**config.mk**
```make
export PLATFORM = sky130hd
export DESIGN_NAME = pc_seq_ctrl_flat
export DESIGN_NICKNAME = d
export VERILOG_FILES = /design/src/rtl/pc_seq_ctrl_pkg.sv /design/src/rtl/pc_seq_ctrl_if.sv /design/src/rtl/pc_jump_lookup.sv /design/src/rtl/pc_seq_ctrl.sv /design/src/flat_wrapper.sv
export SDC_FILE = /design/constraint.sdc
export NUM_CORES = 1
export LEC_CHECK = 0
export ABC_AREA = 0
export CAP_MARGIN = 10
export CORE_MARGIN = 2
export CORE_UTILIZATION = 60
export CTS_CLUSTER_SIZE = 24
export DETAILED_ROUTE_END_ITERATION = 7
export PLACE_DENSITY = 0.79
export RECOVER_POWER = 50
export REMOVE_ABC_BUFFERS = 1
export SLEW_MARGIN = 0
export SYNTH_ARGS = -nofsm -noshare
export SYNTH_HDL_FRONTEND = slang
export SYNTH_SLANG_ARGS = --single-unit
```
**constraint.sdc**
```tcl
create_clock -name clk -period 24.1 [get_ports clk]
set_clock_uncertainty 0.05 [all_clocks]
set_input_delay 2.41 -clock clk [delete_from_list [all_inputs] [get_ports clk]]
set_output_delay 2.41 -clock clk [all_outputs]
set_load 0.01 [all_outputs]
```
**src/rtl/pc_seq_ctrl_pkg.sv**
```systemverilog
// pc_seq_ctrl_pkg
// Shared definitions for the PC sequencer: the FSM state encoding, the
// default parameter values and a helper for sizing the table index.
package pc_seq_ctrl_pkg;

    // Default PC/address width, jump-table depth and retired-counter width.
    localparam int D_DEF  = 12;
    localparam int N_DEF  = 16;
    localparam int CW_DEF = 16;

    // Sequencer FSM states.
    typedef enum logic [1:0] {
        ST_IDLE = 2'd0,
        ST_RUN  = 2'd1,
        ST_DONE = 2'd2
    } state_e;

    // Width of a table index; a single-entry table still needs one bit.
    function automatic int idx_width(input int n);
        return (n > 1) ? $clog2(n) : 1;
    endfunction

endpackage

```
**src/rtl/pc_seq_ctrl_if.sv**
```systemverilog
// pc_seq_ctrl_if
// Control/status bundle of the PC sequencer.
//   master : the controlling agent (drives start/stall/jump/halt and the
//            jump-table write port, observes pc/busy/done/miss/icount)
//   slave  : the sequencer itself
interface pc_seq_ctrl_if
    import pc_seq_ctrl_pkg::*;
#(
    parameter int D  = D_DEF,
    parameter int N  = N_DEF,
    parameter int CW = CW_DEF
) ();

    localparam int IW = idx_width(N);

    logic          start;
    logic [D-1:0]  start_pc;
    logic          stall;
    logic          jump;
    logic          halt;
    logic          tbl_we;
    logic [IW-1:0] tbl_idx;
    logic [D-1:0]  tbl_addr;
    logic [D-1:0]  tbl_off;
    logic [D-1:0]  pc;
    logic          busy;
    logic          done;
    logic          miss;
    logic [CW-1:0] icount;

    modport master (
        output start, start_pc, stall, jump, halt,
        output tbl_we, tbl_idx, tbl_addr, tbl_off,
        input  pc, busy, done, miss, icount
    );

    modport slave (
        input  start, start_pc, stall, jump, halt,
        input  tbl_we, tbl_idx, tbl_addr, tbl_off,
        output pc, busy, done, miss, icount
    );

endinterface

```
**src/rtl/pc_jump_lookup.sv**
```systemverilog
// pc_jump_lookup
// Combinational jump-table search. An entry hits when it is valid and its
// address equals pc; the lowest-index hit supplies the offset.
//   pc        : current program counter
//   tbl_addr  : per-entry owning instruction address
//   tbl_off   : per-entry two's-complement offset
//   tbl_valid : per-entry valid bit
//   hit       : at least one entry matched
//   jump_pc   : pc + offset of the winning entry, modulo 2^D
module pc_jump_lookup
    import pc_seq_ctrl_pkg::*;
#(
    parameter int D = D_DEF,
    parameter int N = N_DEF
) (
    input  logic [D-1:0] pc,
    input  logic [D-1:0] tbl_addr [N],
    input  logic [D-1:0] tbl_off  [N],
    input  logic [N-1:0] tbl_valid,
    output logic         hit,
    output logic [D-1:0] jump_pc
);

    logic [N-1:0] match_s;
    logic [D-1:0] sel_off_s;

    // Per-entry match, then a priority pick: scanning from the top index
    // down lets the lowest matching index overwrite everything above it.
    always_comb begin
        match_s   = {N{1'b0}};
        sel_off_s = {D{1'b0}};
        for (int i = 0; i < N; i++) begin
            match_s[i] = tbl_valid[i] && (tbl_addr[i] == pc);
        end
        for (int i = N - 1; i >= 0; i--) begin
            sel_off_s = match_s[i] ? tbl_off[i] : sel_off_s;
        end
        hit     = |match_s;
        // Unsigned D-bit add performs the two's-complement wrap.
        jump_pc = pc + sel_off_s;
    end

endmodule

```
**src/rtl/pc_seq_ctrl.sv**
```systemverilog
// pc_seq_ctrl
// Program-counter sequencer with a flop-based jump table.
//   clk   : clock, rising edge
//   reset : asynchronous, active-high
//   bus   : pc_seq_ctrl_if.slave
//           start/start_pc - begin execution at start_pc (level)
//           stall          - freeze pc and counter this cycle
//           jump/halt      - current instruction is a taken jump / the last
//           tbl_*          - jump-table write port (ignored while running)
//           pc/busy/done   - program counter and FSM status
//           miss           - sticky: a jump found no table entry
//           icount         - saturating retired-instruction count
module pc_seq_ctrl
    import pc_seq_ctrl_pkg::*;
#(
    parameter int D  = D_DEF,
    parameter int N  = N_DEF,
    parameter int CW = CW_DEF
) (
    input  logic          clk,
    input  logic          reset,
    pc_seq_ctrl_if.slave  bus
);

    localparam int IW = idx_width(N);

    // Saturating increment of the retired-instruction counter.
    function automatic logic [CW-1:0] sat_inc(input logic [CW-1:0] v);
        return (v == {CW{1'b1}}) ? v : (v + CW'(1));
    endfunction

    state_e        state_q, state_d;
    logic [D-1:0]  pc_q, pc_d;
    logic [CW-1:0] icount_q, icount_d;
    logic          miss_q, miss_d;
    logic          busy_q, done_q;

    logic [D-1:0]  tbl_addr_q [N];
    logic [D-1:0]  tbl_addr_d [N];
    logic [D-1:0]  tbl_off_q  [N];
    logic [D-1:0]  tbl_off_d  [N];
    logic [N-1:0]  tbl_valid_q, tbl_valid_d;

    logic          tbl_wr_s;
    logic          hit_s;
    logic [D-1:0]  jump_pc_s;

    pc_jump_lookup #(
        .D (D),
        .N (N)
    ) u_lookup (
        .pc        (pc_q),
        .tbl_addr  (tbl_addr_q),
        .tbl_off   (tbl_off_q),
        .tbl_valid (tbl_valid_q),
        .hit       (hit_s),
        .jump_pc   (jump_pc_s)
    );

    // Next-state logic for the FSM, pc, counter and sticky miss flag.
    always_comb begin
        state_d  = state_q;
        pc_d     = pc_q;
        icount_d = icount_q;
        miss_d   = miss_q;
        case (state_q)
            ST_IDLE: begin
                if (bus.start) begin
                    state_d  = ST_RUN;
                    pc_d     = bus.start_pc;
                    icount_d = {CW{1'b0}};
                    miss_d   = 1'b0;
                end else begin
                    state_d  = ST_IDLE;
                end
            end
            ST_RUN: begin
                // Priority: stall, then halt, then jump, then sequential.
                if (bus.stall) begin
                    state_d = ST_RUN;
                end else if (bus.halt) begin
                    state_d  = ST_DONE;
                    icount_d = sat_inc(icount_q);
                end else if (bus.jump) begin
                    if (hit_s) begin
                        pc_d     = jump_pc_s;
                        icount_d = sat_inc(icount_q);
                    end else begin
                        // Unmapped jump: stop without retiring it.
                        miss_d  = 1'b1;
                        state_d = ST_DONE;
                    end
                end else begin
                    pc_d     = pc_q + D'(1);
                    icount_d = sat_inc(icount_q);
                end
            end
            ST_DONE: begin
                if (!bus.start) begin
                    state_d = ST_IDLE;
                end else begin
                    state_d = ST_DONE;
                end
            end
            default: begin
                state_d = ST_IDLE;
            end
        endcase
    end

    // Jump-table write port; writes are locked out while running. A write
    // coinciding with IDLE->RUN is accepted since state_q is still IDLE.
    always_comb begin
        tbl_wr_s = bus.tbl_we && (state_q != ST_RUN);
        for (int i = 0; i < N; i++) begin
            if (tbl_wr_s && (bus.tbl_idx == IW'(i))) begin
                tbl_addr_d[i]  = bus.tbl_addr;
                tbl_off_d[i]   = bus.tbl_off;
                tbl_valid_d[i] = 1'b1;
            end else begin
                tbl_addr_d[i]  = tbl_addr_q[i];
                tbl_off_d[i]   = tbl_off_q[i];
                tbl_valid_d[i] = tbl_valid_q[i];
            end
        end
    end

    // State, datapath, table and registered status outputs.
    always_ff @(posedge clk or posedge reset) begin
        if (reset) begin
            state_q     <= ST_IDLE;
            pc_q        <= {D{1'b0}};
            icount_q    <= {CW{1'b0}};
            miss_q      <= 1'b0;
            busy_q      <= 1'b0;
            done_q      <= 1'b0;
            tbl_valid_q <= {N{1'b0}};
            for (int i = 0; i < N; i++) begin
                tbl_addr_q[i] <= {D{1'b0}};
                tbl_off_q[i]  <= {D{1'b0}};
            end
        end else begin
            state_q     <= state_d;
            pc_q        <= pc_d;
            icount_q    <= icount_d;
            miss_q      <= miss_d;
            busy_q      <= (state_d == ST_RUN);
            done_q      <= (state_d == ST_DONE);
            tbl_valid_q <= tbl_valid_d;
            for (int i = 0; i < N; i++) begin
                tbl_addr_q[i] <= tbl_addr_d[i];
                tbl_off_q[i]  <= tbl_off_d[i];
            end
        end
    end

    assign bus.pc     = pc_q;
    assign bus.busy   = busy_q;
    assign bus.done   = done_q;
    assign bus.miss   = miss_q;
    assign bus.icount = icount_q;

endmodule
```
**src/flat_wrapper.sv**
```systemverilog
// flat-port wrapper written by rule: the top's interface ports become plain ports
module pc_seq_ctrl_flat import pc_seq_ctrl_pkg::*;
#(
    parameter int D  = D_DEF,
    parameter int N  = N_DEF,
    parameter int CW = CW_DEF
)
  (clk, reset, bus_start, bus_start_pc, bus_stall, bus_jump, bus_halt, bus_tbl_we, bus_tbl_idx, bus_tbl_addr, bus_tbl_off, bus_pc, bus_busy, bus_done, bus_miss, bus_icount);
  pc_seq_ctrl_if #(.D(D), .N(N), .CW(CW)) bus_i ();
  input  logic clk;
  input  logic reset;
  input wire logic [$bits(bus_i.start)-1:0] bus_start;
  input wire logic [$bits(bus_i.start_pc)-1:0] bus_start_pc;
  input wire logic [$bits(bus_i.stall)-1:0] bus_stall;
  input wire logic [$bits(bus_i.jump)-1:0] bus_jump;
  input wire logic [$bits(bus_i.halt)-1:0] bus_halt;
  input wire logic [$bits(bus_i.tbl_we)-1:0] bus_tbl_we;
  input wire logic [$bits(bus_i.tbl_idx)-1:0] bus_tbl_idx;
  input wire logic [$bits(bus_i.tbl_addr)-1:0] bus_tbl_addr;
  input wire logic [$bits(bus_i.tbl_off)-1:0] bus_tbl_off;
  output wire logic [$bits(bus_i.pc)-1:0] bus_pc;
  output wire logic [$bits(bus_i.busy)-1:0] bus_busy;
  output wire logic [$bits(bus_i.done)-1:0] bus_done;
  output wire logic [$bits(bus_i.miss)-1:0] bus_miss;
  output wire logic [$bits(bus_i.icount)-1:0] bus_icount;
  assign bus_i.start = bus_start;
  assign bus_i.start_pc = bus_start_pc;
  assign bus_i.stall = bus_stall;
  assign bus_i.jump = bus_jump;
  assign bus_i.halt = bus_halt;
  assign bus_i.tbl_we = bus_tbl_we;
  assign bus_i.tbl_idx = bus_tbl_idx;
  assign bus_i.tbl_addr = bus_tbl_addr;
  assign bus_i.tbl_off = bus_tbl_off;
  assign bus_pc = bus_i.pc;
  assign bus_busy = bus_i.busy;
  assign bus_done = bus_i.done;
  assign bus_miss = bus_i.miss;
  assign bus_icount = bus_i.icount;
  pc_seq_ctrl #(.D(D), .N(N), .CW(CW)) u_core (.clk(clk), .reset(reset), .bus(bus_i));
endmodule
```
## Yosys cells after proc, flatten, opt, wreduce, memory -nomap -nowiden

Cells that the tools add are included.

- Register bits after elaboration: 433
- Bits in latches: 0
- Memory bits (writable): 0
- ROM bits: 0
- Output and inout port bits: 31
- Word-level logic and storage cells: 183
- Memories kept: 0

- $add $sub $neg: 3
- Multiply operators: 0
- Div/mod/pow operators: 0
- $lt $le $gt $ge: 0
- Equal/unequal tests: 44
- Shift-type cells: 0
- Mux-type cells: 42
- Bitwise operators: 0
- Reduce and logical (&&, ||, !) cells: 40

Operators by type and width:

| operator | number |
|---|---|
| 2-to-1 mux 12 bit | 21 |
| == test 12 bit | 16 |
| 2-to-1 mux 16 bit | 6 |
| logical AND 1 bit | 33 |
| == test 4 bit (second input constant) | 8 |
| case mux 16 bit (2 select lines) | 1 |
| case mux 12 bit (2 select lines) | 1 |
| adder 16 x 1 -> 16 bit (second input constant) | 1 |
| == test 16 bit (second input constant) | 1 |
| == test 4 x 3 -> 1 bit (second input constant) | 4 |
| OR reduction 16 bit | 1 |
| adder 12 x 1 -> 12 bit (second input constant) | 1 |
| adder 12 bit | 1 |
| 2-to-1 mux 2 bit | 5 |
| inequality test 2 bit (second input constant) | 5 |
| == test 4 x 2 -> 1 bit (second input constant) | 2 |
| 2-to-1 mux 1 bit | 6 |
| case mux 2 bit (3 select lines) | 1 |
| AND reduction 6 bit | 1 |
| AND reduction 5 bit | 1 |
| == test 2 x 1 -> 1 bit (second input constant) | 2 |
| == test 2 bit (second input constant) | 2 |
| == test 4 x 1 -> 1 bit (second input constant) | 1 |
| zero test 4 bit | 1 |
| other kinds (7) | 7 |

## Longest topological paths before layout

Gate-level depths: netlist (run 1).

- Depth after elaboration: 24
- Mapped depth: 29
- Depth with buffers taken out: 27

## Hierarchy

Synthesis (run 1) repeated with hierarchy kept, for this count alone.

- Cell total of the unflattened synthesis: 1783
- Area, all modules: 21896.0 µm²

Modules (own cells, without submodules):

| module | times used | cells each | area an instance (µm²) | sequential area each (µm²) |
|---|---|---|---|---|
| pc_seq_ctrl | 1 | 1113 | 17026.3 | 10835.4 |
| pc_jump_lookup | 1 | 670 | 4869.7 | 0.0 |

## Worst setup path before layout (run 1)

Ideal clock, no wire load.

- Kind: input port to flip-flop
- From: input port bus_jump
- To: register u_core.pc_q[11] (netlist: u_core.bus.pc[11])
- Library setup time: 0.101 ns
- Arrival time: 4.924 ns
- Data required time: 23.949 ns
- Path slack: 19.025 ns
- Stages on the path: 16
- Path buffers: 1
- Cell sequence: clkbuf_1 o211ai_1 a31oi_1 ha_1 o21ai_0 nor2_1 or4_1 a31oi_1 nor2b_1 o21a_1 o21ai_0 nand2b_1 a21oi_1 xnor2_1 nand2_1 o311ai_2

- Cells in the longest elaborated chain, start to end: 4
- Elaborated cells between the ends (all ways): 6
- Classes of those cells: eq/ne (1); mux (4); reduce/logical (1)

Ends and longest elaborated chain:

| what | line | text |
|---|---|---|
| start: declaration | flat_wrapper.sv:15 | `input wire logic [$bits(bus_i.jump)-1:0] bus_jump;` |
| 2-to-1 mux 12 bit | pc_seq_ctrl.sv:84 | `end else if (bus.jump) begin` |
| 2-to-1 mux 12 bit | pc_seq_ctrl.sv:81 | `end else if (bus.halt) begin` |
| 2-to-1 mux 12 bit | pc_seq_ctrl.sv:79 | `if (bus.stall) begin` |
| case mux 12 bit (2 select lines) | pc_seq_ctrl.sv:66 | `case (state_q)` |
| end signal: assignment | pc_seq_ctrl.sv:132 | `pc_q <= {D{1'b0}};` |
| end signal: assignment | pc_seq_ctrl.sv:144 | `pc_q <= pc_d;` |
| end: declaration | pc_seq_ctrl.sv:33 | `logic [D-1:0] pc_q, pc_d;` |

Parallel ways exist; a longest one is shown, timed or not. The select of a mux whose other input is x is not followed.
A chain may end at the register's enable or synchronous reset.

==> results.sh, run 1 <==
export IMPL_outcome="finished with violations"
export IMPL_violations="capacitance limit, slew limit"
export IMPL_final_util_pct=68.84
export IMPL_setup_tns_ns=0
export IMPL_cts_tree="built"
export IMPL_period_share_pct=29.50
export IMPL_ys_seq_elements=433
export IMPL_p_leak_uw=0.01007
export IMPL_grt_overflow=0
export IMPL_routabilityCongestion=0.8700
export IMPL_dp_hpwl_um=31270
export IMPL_whs_path_depth=1
export IMPL_cts_sinks=433
export IMPL_crit_arrival_ns=7.56
export IMPL_r2r_setup_slack_ns=18.37
export IMPL_drcViolationCount=0
export IMPL_boundaryPins=78
export IMPL_reg2reg_depth=27
export IMPL_worstReg2RegEnd="u_core.bus.pc[11]"
export IMPL_finalSetupViolCount=0
export IMPL_drt_pass1_iter_count=5
export IMPL_die_h_um=192.1
export IMPL_synth_edf_count=0
export IMPL_cts_buffer_depth=3
export IMPL_layout_common_cells="dfrtp_1, mux2_2, xnor2_1, nand2_1, clkdlybuf4s50_1"
export IMPL_postSynthAreaPerCell_um2=12.05
export IMPL_p_sw_uw=911.5
export IMPL_worst_path_max_fanout=161
export IMPL_fin_nets=1874
export IMPL_final_hold_violation_count=0
export IMPL_die_area_um2=36920
export IMPL_hold_end="u_core.tbl_valid_q[5]"
export IMPL_synthMuxAreaShare_pct=22.38
export IMPL_die_width_um=192.1
export IMPL_postCtsHoldBufs=0
export IMPL_intPower_uw=1929
export IMPL_worst_slew_pin_slew_ns=5.042
export IMPL_insertion_delay_ns=0.55
export IMPL_wl_per_cell_um=22.15
export IMPL_cts_root_buf="clkbuf_16"
export IMPL_num_rows=68
export IMPL_peakVddDrop_v=0.00006340
export IMPL_rsz0062_at_grt="false"
export IMPL_ys_warn_count=0
export IMPL_synthDistinctLibCells=56
export IMPL_grt_antenna_before_repair=1
export IMPL_r2r_start="u_core.bus.pc[6]"
export IMPL_postCtsSetupBuffers=0
export IMPL_hp_start="u_core.tbl_valid_q[5]"
export IMPL_grt_pass1_wl_um=80930
export IMPL_grt_use_total_pct=28.54
export IMPL_synth_top_family_by_area="multiplexers"
export IMPL_drtAntennaViolNets=0
export IMPL_period_minus_slack_ns=7.108
export IMPL_htree_num_levels=2
export IMPL_setup_worst_path_class="input port to asynchronous set/reset pin"
export IMPL_num_antenna_cells=0
export IMPL_p_total_uw=2840
export IMPL_p_seq_share_pct=43.4
export IMPL_cp_end_kind="asynchronous set/reset pin"
export IMPL_numPortBuffers=77
export IMPL_synth_simple_area_share_pct=8.778
export IMPL_ys_seq_area_share_pct=51.02
export IMPL_core_um2=34710
export IMPL_num_vias=13959
export IMPL_hold_class="flop to flop"
export IMPL_swShare_pct=32.09
export IMPL_drt_iter0_drc=1228
export IMPL_cp_required_ns=24.55
export IMPL_synth_fa_ha_area_share_pct=0.8012
export IMPL_synthArstFlopShare_pct=100.0
export IMPL_synth_compound_area_share_pct=5.738
export IMPL_maxSlewHeadroom_pct=-238.0
export IMPL_cts_resized=0
export IMPL_first_global_vias=14426
export IMPL_syn_cell_area_um2=21240
export IMPL_synth_xor_xnor_area_share_pct=8.454
export IMPL_syn_inst=1762
export IMPL_fin_area_um2=23900
export IMPL_grt_max_degree=162
export IMPL_fmax_mhz=140.7
export IMPL_placed_cell_area_um2=22490
export IMPL_ys_flop_type="dfrtp_1"
export IMPL_drive_above_1_share_pct=29.30
export IMPL_start_kind="input port"
export IMPL_startpoint="reset"
export IMPL_wl_um=51060
export IMPL_power_density_nw_per_um2=118.9
export IMPL_holdWs_ns=0.4168
export IMPL_cts_buffers=44
export IMPL_power_share_combinational_pct=32.4
export IMPL_final_max_slew_viol_count=481
export IMPL_via_per_inst=6.056
export IMPL_path_clk_slew_ns=0.06
export IMPL_start_util_pct=61.18
export IMPL_area_growth_pct=12.52
export IMPL_clkPwrFrac_pct=24.1
export IMPL_max_cap_viol_count=15
export IMPL_layout_commonest_cell="dfrtp_1"
cells in the mapped netlist, types with 2 or more instances:
master | instances | area share, %
nand2b_1 | 23 | 0.68
and2_1 | 2 | 0.059
xor2_1 | 31 | 1.3
nor3_1 | 17 | 0.40
a21oi_2 | 2 | 0.082
a21oi_1 | 41 | 0.97
or4_1 | 3 | 0.11
o21ai_0 | 68 | 1.6
o31ai_1 | 3 | 0.11
ha_1 | 12 | 0.71
o2111ai_1 | 9 | 0.37
a31oi_1 | 16 | 0.47
buf_4 | 11 | 0.39
nand3b_1 | 15 | 0.53
clkbuf_1 | 78 | 1.4
or2_2 | 14 | 0.41
o21ai_1 | 3 | 0.071
mux2_2 | 391 | 21
a211oi_1 | 8 | 0.28
buf_6 | 4 | 0.21
nor4_4 | 4 | 0.40
inv_1 | 21 | 0.37
o22ai_1 | 11 | 0.32
and3_1 | 10 | 0.29
nor3b_1 | 2 | 0.071
o211ai_1 | 7 | 0.25
nand2_1 | 110 | 1.9
a21o_1 | 13 | 0.46
nor2_1 | 54 | 0.95
nand3_1 | 29 | 0.68
a22oi_1 | 3 | 0.11
nor2b_1 | 6 | 0.18
nor4_1 | 17 | 0.50
nand4_1 | 36 | 1.1
buf_1 | 7 | 0.12
xnor2_1 | 174 | 7.2
a31o_2 | 2 | 0.082
dfrtp_1 | 433 | 51
mux2i_1 | 35 | 1.6
or3_1 | 3 | 0.088
nor2_2 | 2 | 0.059
nor4_2 | 4 | 0.24
buf_2 | 15 | 0.35
per-layer routing:
metal,GRT usage (%),vias up,wire length (µm)
met5,0,-,0
met4,9.542,0,1490
met3,4.020,119,2731
met2,47.63,376,24760
met1,38.59,7175,22080
li1,-,6289,-
cell type report:
| type | count | area (µm²) |
|---|---|---|
| clock buffers | 70 | 1411 |
| clock inverters | 12 | 71.32 |
| fillers | 2509 | 10820 |
| inverters | 21 | 80.08 |
| multi-input cells | 1193 | 9872 |
| flip-flops and latches | 433 | 10840 |
| well taps | 455 | 569.3 |
| repair buffers | 121 | 1057 |
cell families after synthesis:
logic type / Yosys count
buffers and inverters: 136
adders and majority gates: 13
muxes: 426
xor gates and xnor gates: 205
AOI/OAI and AO/OA: 195
DFF: 433
and+or+nand+nor: 354
through the flow:
step	std cells	setup slack, ns
floorplan	1647	9.580
global placement	2223	18.11
detailed placement	2223	18.04
CTS	2305	18.38
global route	2305	16.11
finish	2305	16.99
power by group through the flow:
| stage | logic, µW | clock network [µW] | registers (µW) |
|---|---|---|---|
| final | 921 | 686 | 1230 |
| after global routing | 998 | 724 | 1270 |
| after CTS | 925 | 697 | 1230 |
| after detailed placement | 914 | 0 | 1240 |
| after global placement | 878 | 0 | 1220 |
| after floorplan | 628 | 0 | 1250 |
critical path, cell delays in order:
cell and delay (ns):
dlygate4sd3_1 0.55, clkinvlp_2 2.81, buf_12 0.59, buf_4 0.94
worst max path at each step:
stage / to / cells after the start
finish: u_core.bus.pc[11] / 4
global route: u_core.tbl_off_q[181] / 4
CTS: u_core.bus.pc[11] / 27
detailed placement: u_core.bus.pc[11] / 16
global placement: u_core.bus.pc[11] / 16
floorplan: u_core.bus.busy / 1
state kept, by name (all words and copies together), names as in the netlist:
signal and count:
u_core.tbl_addr_q 192, u_core.bus.busy 1, u_core.bus.icount 16, u_core.tbl_off_q 192, u_core.tbl_valid_q 16, u_core.bus.done 1, u_core.bus.miss 1, u_core.state_q 2
u_core.bus.pc 12
No activity file was read; power rests on OpenSTA's default activity.
==> inputs of run 2 (changes only) <==
Clock period 24.1 ns to 7.2 ns, I/O delays scaled along.
==> results.sh, run 2 (synthesis results as in run 1) <==
export IMPL_outcome="finished with violations"
export IMPL_violations="capacitance limit, slew limit"
export IMPL_die_area_um2=36920
export IMPL_drcViolationCount=0
export IMPL_cp_end_kind="flop"
export IMPL_via_per_inst=6.206
export IMPL_first_global_vias=14735
export IMPL_drt_pass1_iter_count=5
export IMPL_die_h_um=192.1
export IMPL_start_util_pct=61.18
export IMPL_grt_antenna_before_repair=1
export IMPL_layout_cells_non_filler=2315
export IMPL_p_leak_uw=0.01021
export IMPL_setup_tns_ns=0
export IMPL_start_kind="flop"
export IMPL_cts_root_buf="clkbuf_16"
export IMPL_drive_above_1_share_pct=29.52
export IMPL_layout_commonest_cell="dfrtp_1"
export IMPL_core_um2=34710
export IMPL_maxSlewHeadroom_pct=-211.5
export IMPL_grt_use_total_pct=30.09
export IMPL_num_antenna_cells=0
export IMPL_crit_arrival_ns=6.53
export IMPL_cts_sinks=433
export IMPL_power_density_nw_per_um2=406.4
export IMPL_cts_resized=0
export IMPL_worst_path_max_fanout=14
export IMPL_die_width_um=192.1
export IMPL_p_total_uw=9795
export IMPL_postCtsHoldBufs=0
export IMPL_wl_met3_um=3295
export IMPL_period_share_pct=85.93
export IMPL_cp_required_ns=7.54
export IMPL_whs_path_depth=1
export IMPL_holdWs_ns=0.4136
export IMPL_wl_met1_um=22800
export IMPL_final_fill_count=2433
export IMPL_wl_um=53950
export IMPL_num_rows=68
export IMPL_reg2reg_depth=26
export IMPL_path_clk_slew_ns=0.06
export IMPL_placed_cell_area_um2=22570
export IMPL_htree_num_levels=2
export IMPL_insertion_delay_ns=0.55
export IMPL_cts_tree="built"
export IMPL_top_regs="u_core.tbl_addr_q (192), u_core.tbl_off_q (192)"
export IMPL_numPortBuffers=77
export IMPL_grt_max_degree=131
export IMPL_drtAntennaViolNets=0
export IMPL_layout_common_cells="dfrtp_1, mux2_2, xnor2_1, nand2_1, o21ai_0"
export IMPL_placed_cells=2232
export IMPL_area_growth_pct=13.48
export IMPL_routabilityCongestion=0.8882
export IMPL_setup_worst_path_class="flop to flop"
export IMPL_highest_layer="met4"
export IMPL_worst_slew_pin_slew_ns=4.673
export IMPL_drt_iter0_drc=1077
export IMPL_ff_latch_area_um2=10840
export IMPL_multiInputGateArea_um2=9879
export IMPL_wl_met2_um=26350
export IMPL_final_max_slew_viol_count=468
export IMPL_postCtsSetupBuffers=0
export IMPL_cts_buffers=46
export IMPL_num_vias=14366
export IMPL_hold_class="flop to flop"
export IMPL_finalSetupViolCount=0
export IMPL_boundaryPins=78
export IMPL_fin_nets=1885
export IMPL_max_cap_viol_count=14
export IMPL_dp_hpwl_um=34910
export IMPL_grt_overflow=0
export IMPL_rsz0062_at_grt="false"
export IMPL_fmax_mhz=161.6
export IMPL_period_minus_slack_ns=6.187
export IMPL_wl_per_cell_um=23.30
export IMPL_final_hold_violation_count=0
export IMPL_fin_area_um2=24100
export IMPL_grt_pass1_wl_um=84930
export IMPL_cts_buffer_depth=3
export IMPL_peakVddDrop_v=0.0002329
==> run 2: metrics by stage <==
stage | utilization, % | setup slack [ns]
after floorplan | - | -5.630
after global placement | 65.02 | 1.223
after detailed placement | 65.02 | 1.215
after CTS | 69.64 | 1.139
after global routing | 69.43 | 0.5082
final | 69.43 | 1.013
==> run 2: report_power, final <==
group	switching, µW	total (µW)	internal [µW]
registers	844	4330	3480
logic	1330	2990	1650
clock network	967	2480	1520
total	3140	9800	6650
==> run 2: final timing paths <==
kind | startpoint | to | slack [ns]
setup / recovery | u_core.bus.pc[10] | u_core.bus.pc[8] | 1.01
hold / removal | u_core.tbl_valid_q[14] | u_core.tbl_valid_q[14] | 0.41
setup reg to reg | u_core.bus.pc[10] | u_core.bus.pc[8] | 1.01
hold reg to reg | u_core.tbl_valid_q[14] | u_core.tbl_valid_q[14] | 0.41
max in group asynchronous | reset | u_core.bus.icount[6] | 1.51
min in group asynchronous | reset | u_core.tbl_addr_q[43] | 2.36
==> run 2: area by class of cell <==
type	instances	share of cell area [%]
inverter	21	0.3271
tap	455	2.362
multi-input combinational	1193	40.99
timing repair buffer	130	4.704
clock inverter	11	0.6697
sequential	433	44.96
clock buffer	72	5.986
==> run 2: per-layer routing <==
| metal | vias to the layer above | track usage [%] |
|---|---|---|
| met5 | - | 0 |
| li1 | 6328 | - |
| met1 | 7447 | 41.13 |
| met2 | 494 | 50.17 |
| met4 | 0 | 9.748 |
| met3 | 97 | 3.764 |
==> run 2: worst max-delay path, cell delays in order, from the launching register on <==
cell      delay [ns]
dfrtp_1         0.91
buf_4           0.29
xnor2_1         0.12
nand4_1         0.15
nor4_4          0.41
buf_4           0.28
mux2_2          0.35
mux2i_1         0.20
a31o_2          0.21
a31oi_1         0.08
a21o_1          0.19
a21oi_1         0.20
o21ai_0         0.11
ha_1            0.26
inv_1           0.09
fa_1            0.19
nor2b_1         0.05
o21ai_0         0.16
nand2b_1        0.11
a21o_1          0.19
a21o_1          0.20
a21o_1          0.18
a21oi_1         0.23
xor2_1          0.11
nor2_1          0.10
a21oi_1         0.06
o21ai_0         0.50
==> inputs of run 3 (changes only) <==
Settings changed: CORE_ASPECT_RATIO set to 0.9.
==> results.sh, run 3 (synthesis results as in run 1) <==
export IMPL_outcome="finished with violations"
export IMPL_violations="capacitance limit, slew limit"
export IMPL_max_cap_viol_count=6
export IMPL_worst_path_max_fanout=17
export IMPL_area_growth_pct=12.97
export IMPL_layout_cells_non_filler=2319
export IMPL_grt_max_degree=146
export IMPL_swShare_pct=32.92
export IMPL_hold_end="u_core.tbl_valid_q[3]"
export IMPL_postCtsSetupBuffers=0
export IMPL_max_stage_delay_ns=1.03
export IMPL_setup_tns_ns=0
export IMPL_placed_cell_area_um2=22530
export IMPL_drcViolationCount=0
export IMPL_hp_start="u_core.tbl_valid_q[3]"
export IMPL_final_max_slew_viol_count=445
export IMPL_multiInputGateArea_um2=9902
export IMPL_insertion_delay_ns=0.56
export IMPL_power_share_combinational_pct=31.5
export IMPL_intPower_uw=6514
export IMPL_drive_above_1_share_pct=30.07
export IMPL_boundaryPins=78
export IMPL_r2r_start="u_core.bus.pc[10]"
export IMPL_placed_cells=2238
export IMPL_fmax_mhz=156.9
export IMPL_crit_buf_inv=1
export IMPL_worst_path_most_repeated_cell="a21oi_1"
export IMPL_drtAntennaViolNets=0
export IMPL_grt_antenna_before_repair=0
export IMPL_routabilityCongestion=0.9184
export IMPL_numPortBuffers=77
export IMPL_clkPwrFrac_pct=24.3
export IMPL_via_per_inst=6.178
export IMPL_cts_root_buf="clkbuf_16"
export IMPL_power_density_nw_per_um2=404.7
export IMPL_peakVddDrop_v=0.0002578
export IMPL_top_regs="u_core.tbl_addr_q (192), u_core.tbl_off_q (192)"
export IMPL_worstReg2RegEnd="u_core.bus.pc[11]"
export IMPL_core_um2=34970
export IMPL_r2r_setup_slack_ns=0.83
export IMPL_period_minus_slack_ns=6.373
export IMPL_ff_latch_area_um2=10840
export IMPL_cp_end_kind="flop"
export IMPL_setup_worst_path_class="flop to flop"
export IMPL_htree_num_levels=2
export IMPL_cts_buffer_depth=3
export IMPL_grt_use_total_pct=30.01
export IMPL_cts_tree="built"
export IMPL_maxSlewHeadroom_pct=-208.5
export IMPL_p_seq_share_pct=44.2
export IMPL_postCtsHoldBufs=0
export IMPL_rsz0062_at_grt="false"
export IMPL_dp_hpwl_um=35300
export IMPL_grt_overflow=0
export IMPL_p_sw_uw=3196
export IMPL_whs_path_depth=1
export IMPL_finalSetupViolCount=0
export IMPL_cts_resized=0
export IMPL_period_share_pct=88.52
export IMPL_cp_slowest_cell="dfrtp_1"
export IMPL_worst_slew_pin_slew_ns=4.602
export IMPL_path_clk_slew_ns=0.06
export IMPL_crit_arrival_ns=6.78
export IMPL_fin_area_um2=23990
export IMPL_die_area_um2=36920
export IMPL_first_global_vias=14777
export IMPL_reg2reg_depth=25
export IMPL_hold_class="flop to flop"
export IMPL_grt_pass1_wl_um=86040
export IMPL_layout_commonest_cell="dfrtp_1"
export IMPL_num_vias=14326
export IMPL_wl_um=53990
export IMPL_drt_pass1_iter_count=6
export IMPL_drt_iter0_drc=1031
export IMPL_cts_buffers=44
export IMPL_final_hold_violation_count=0
export IMPL_layout_common_cells="dfrtp_1, mux2_2, xnor2_1, nand2_1, o21ai_0"
export IMPL_fin_nets=1875
export IMPL_p_total_uw=9710
export IMPL_final_fill_count=2548
export IMPL_crit_family="compound AO/OA/AOI/OAI gates"
export IMPL_p_leak_uw=0.01017
export IMPL_cp_required_ns=7.61
export IMPL_num_rows=65
export IMPL_start_util_pct=60.73
export IMPL_die_h_um=182.5
export IMPL_die_width_um=202.3
export IMPL_wl_per_cell_um=23.28
export IMPL_start_kind="flop"
export IMPL_cts_sinks=433
==> run 3: worst max path at each step <==
stage	start	endpoint	slack (ns)	cells after the start
2_1_floorplan	reset	u_core.bus.busy	-5.63	1
3_3_place_gp	u_core.bus.pc[1]	u_core.bus.pc[10]	1.20	28
3_5_place_dp	u_core.bus.pc[10]	u_core.bus.pc[11]	1.11	25
4_1_cts	u_core.bus.pc[10]	u_core.bus.pc[11]	0.96	25
5_1_grt	u_core.bus.pc[10]	u_core.bus.pc[11]	0.45	25
6_report	u_core.bus.pc[10]	u_core.bus.pc[11]	0.83	25
==> run 3: layout make-up <==
class / count / share of cell area, %
tap: 469 / 2.446
multi-input combinational: 1193 / 41.27
inverter: 21 / 0.3338
sequential: 433 / 45.16
timing repair buffer: 122 / 4.542
antenna: 1 / 0.01043
clock buffer: 67 / 5.622
clock inverter: 13 / 0.6154
==> run 3: per-layer routing <==
metal  vias to the layer above  routed length [µm]  GRT usage (%)
li1                       6314                   -              -
met1                      7409               23950          42.95
met2                       497               25160          47.67
met3                       106                3299          4.411
met4                         0                1583          9.460
met5                         -                   0              0
==> run 3: through the flow <==
step	utilization (%)	setup slack, ns	hold slack, ns
2_1_floorplan	-	-5.630	0.3843
3_3_place_gp	64.44	1.202	0.3993
3_5_place_dp	64.44	1.107	0.4030
4_1_cts	68.72	0.9648	0.4206
5_1_grt	68.60	0.4523	0.4287
6_report	68.61	0.8268	0.4172
==> run 3: worst register-to-register path, delay by kind of cell (launching register included) <==
family / cells / cell delay [ns]
AO/OA/AOI/OAI: 13 / 2.47
XOR/XNOR: 2 / 0.34
adder cells (fa/ha/maj): 1 / 0.27
buffers and inverters: 1 / 0.29
flip-flops: 1 / 1.03
multiplexers: 1 / 0.09
AND/OR/NAND/NOR: 7 / 1.75
==> run 3: power groups by stage <==
stage | registers (µW) | clock network [µW] | logic [µW]
after floorplan | 4200 | 0 | 2100
after global placement | 4230 | 0 | 2930
after detailed placement | 4290 | 0 | 3020
after CTS | 4270 | 2380 | 3060
after global routing | 4400 | 2490 | 3300
final | 4290 | 2360 | 3060
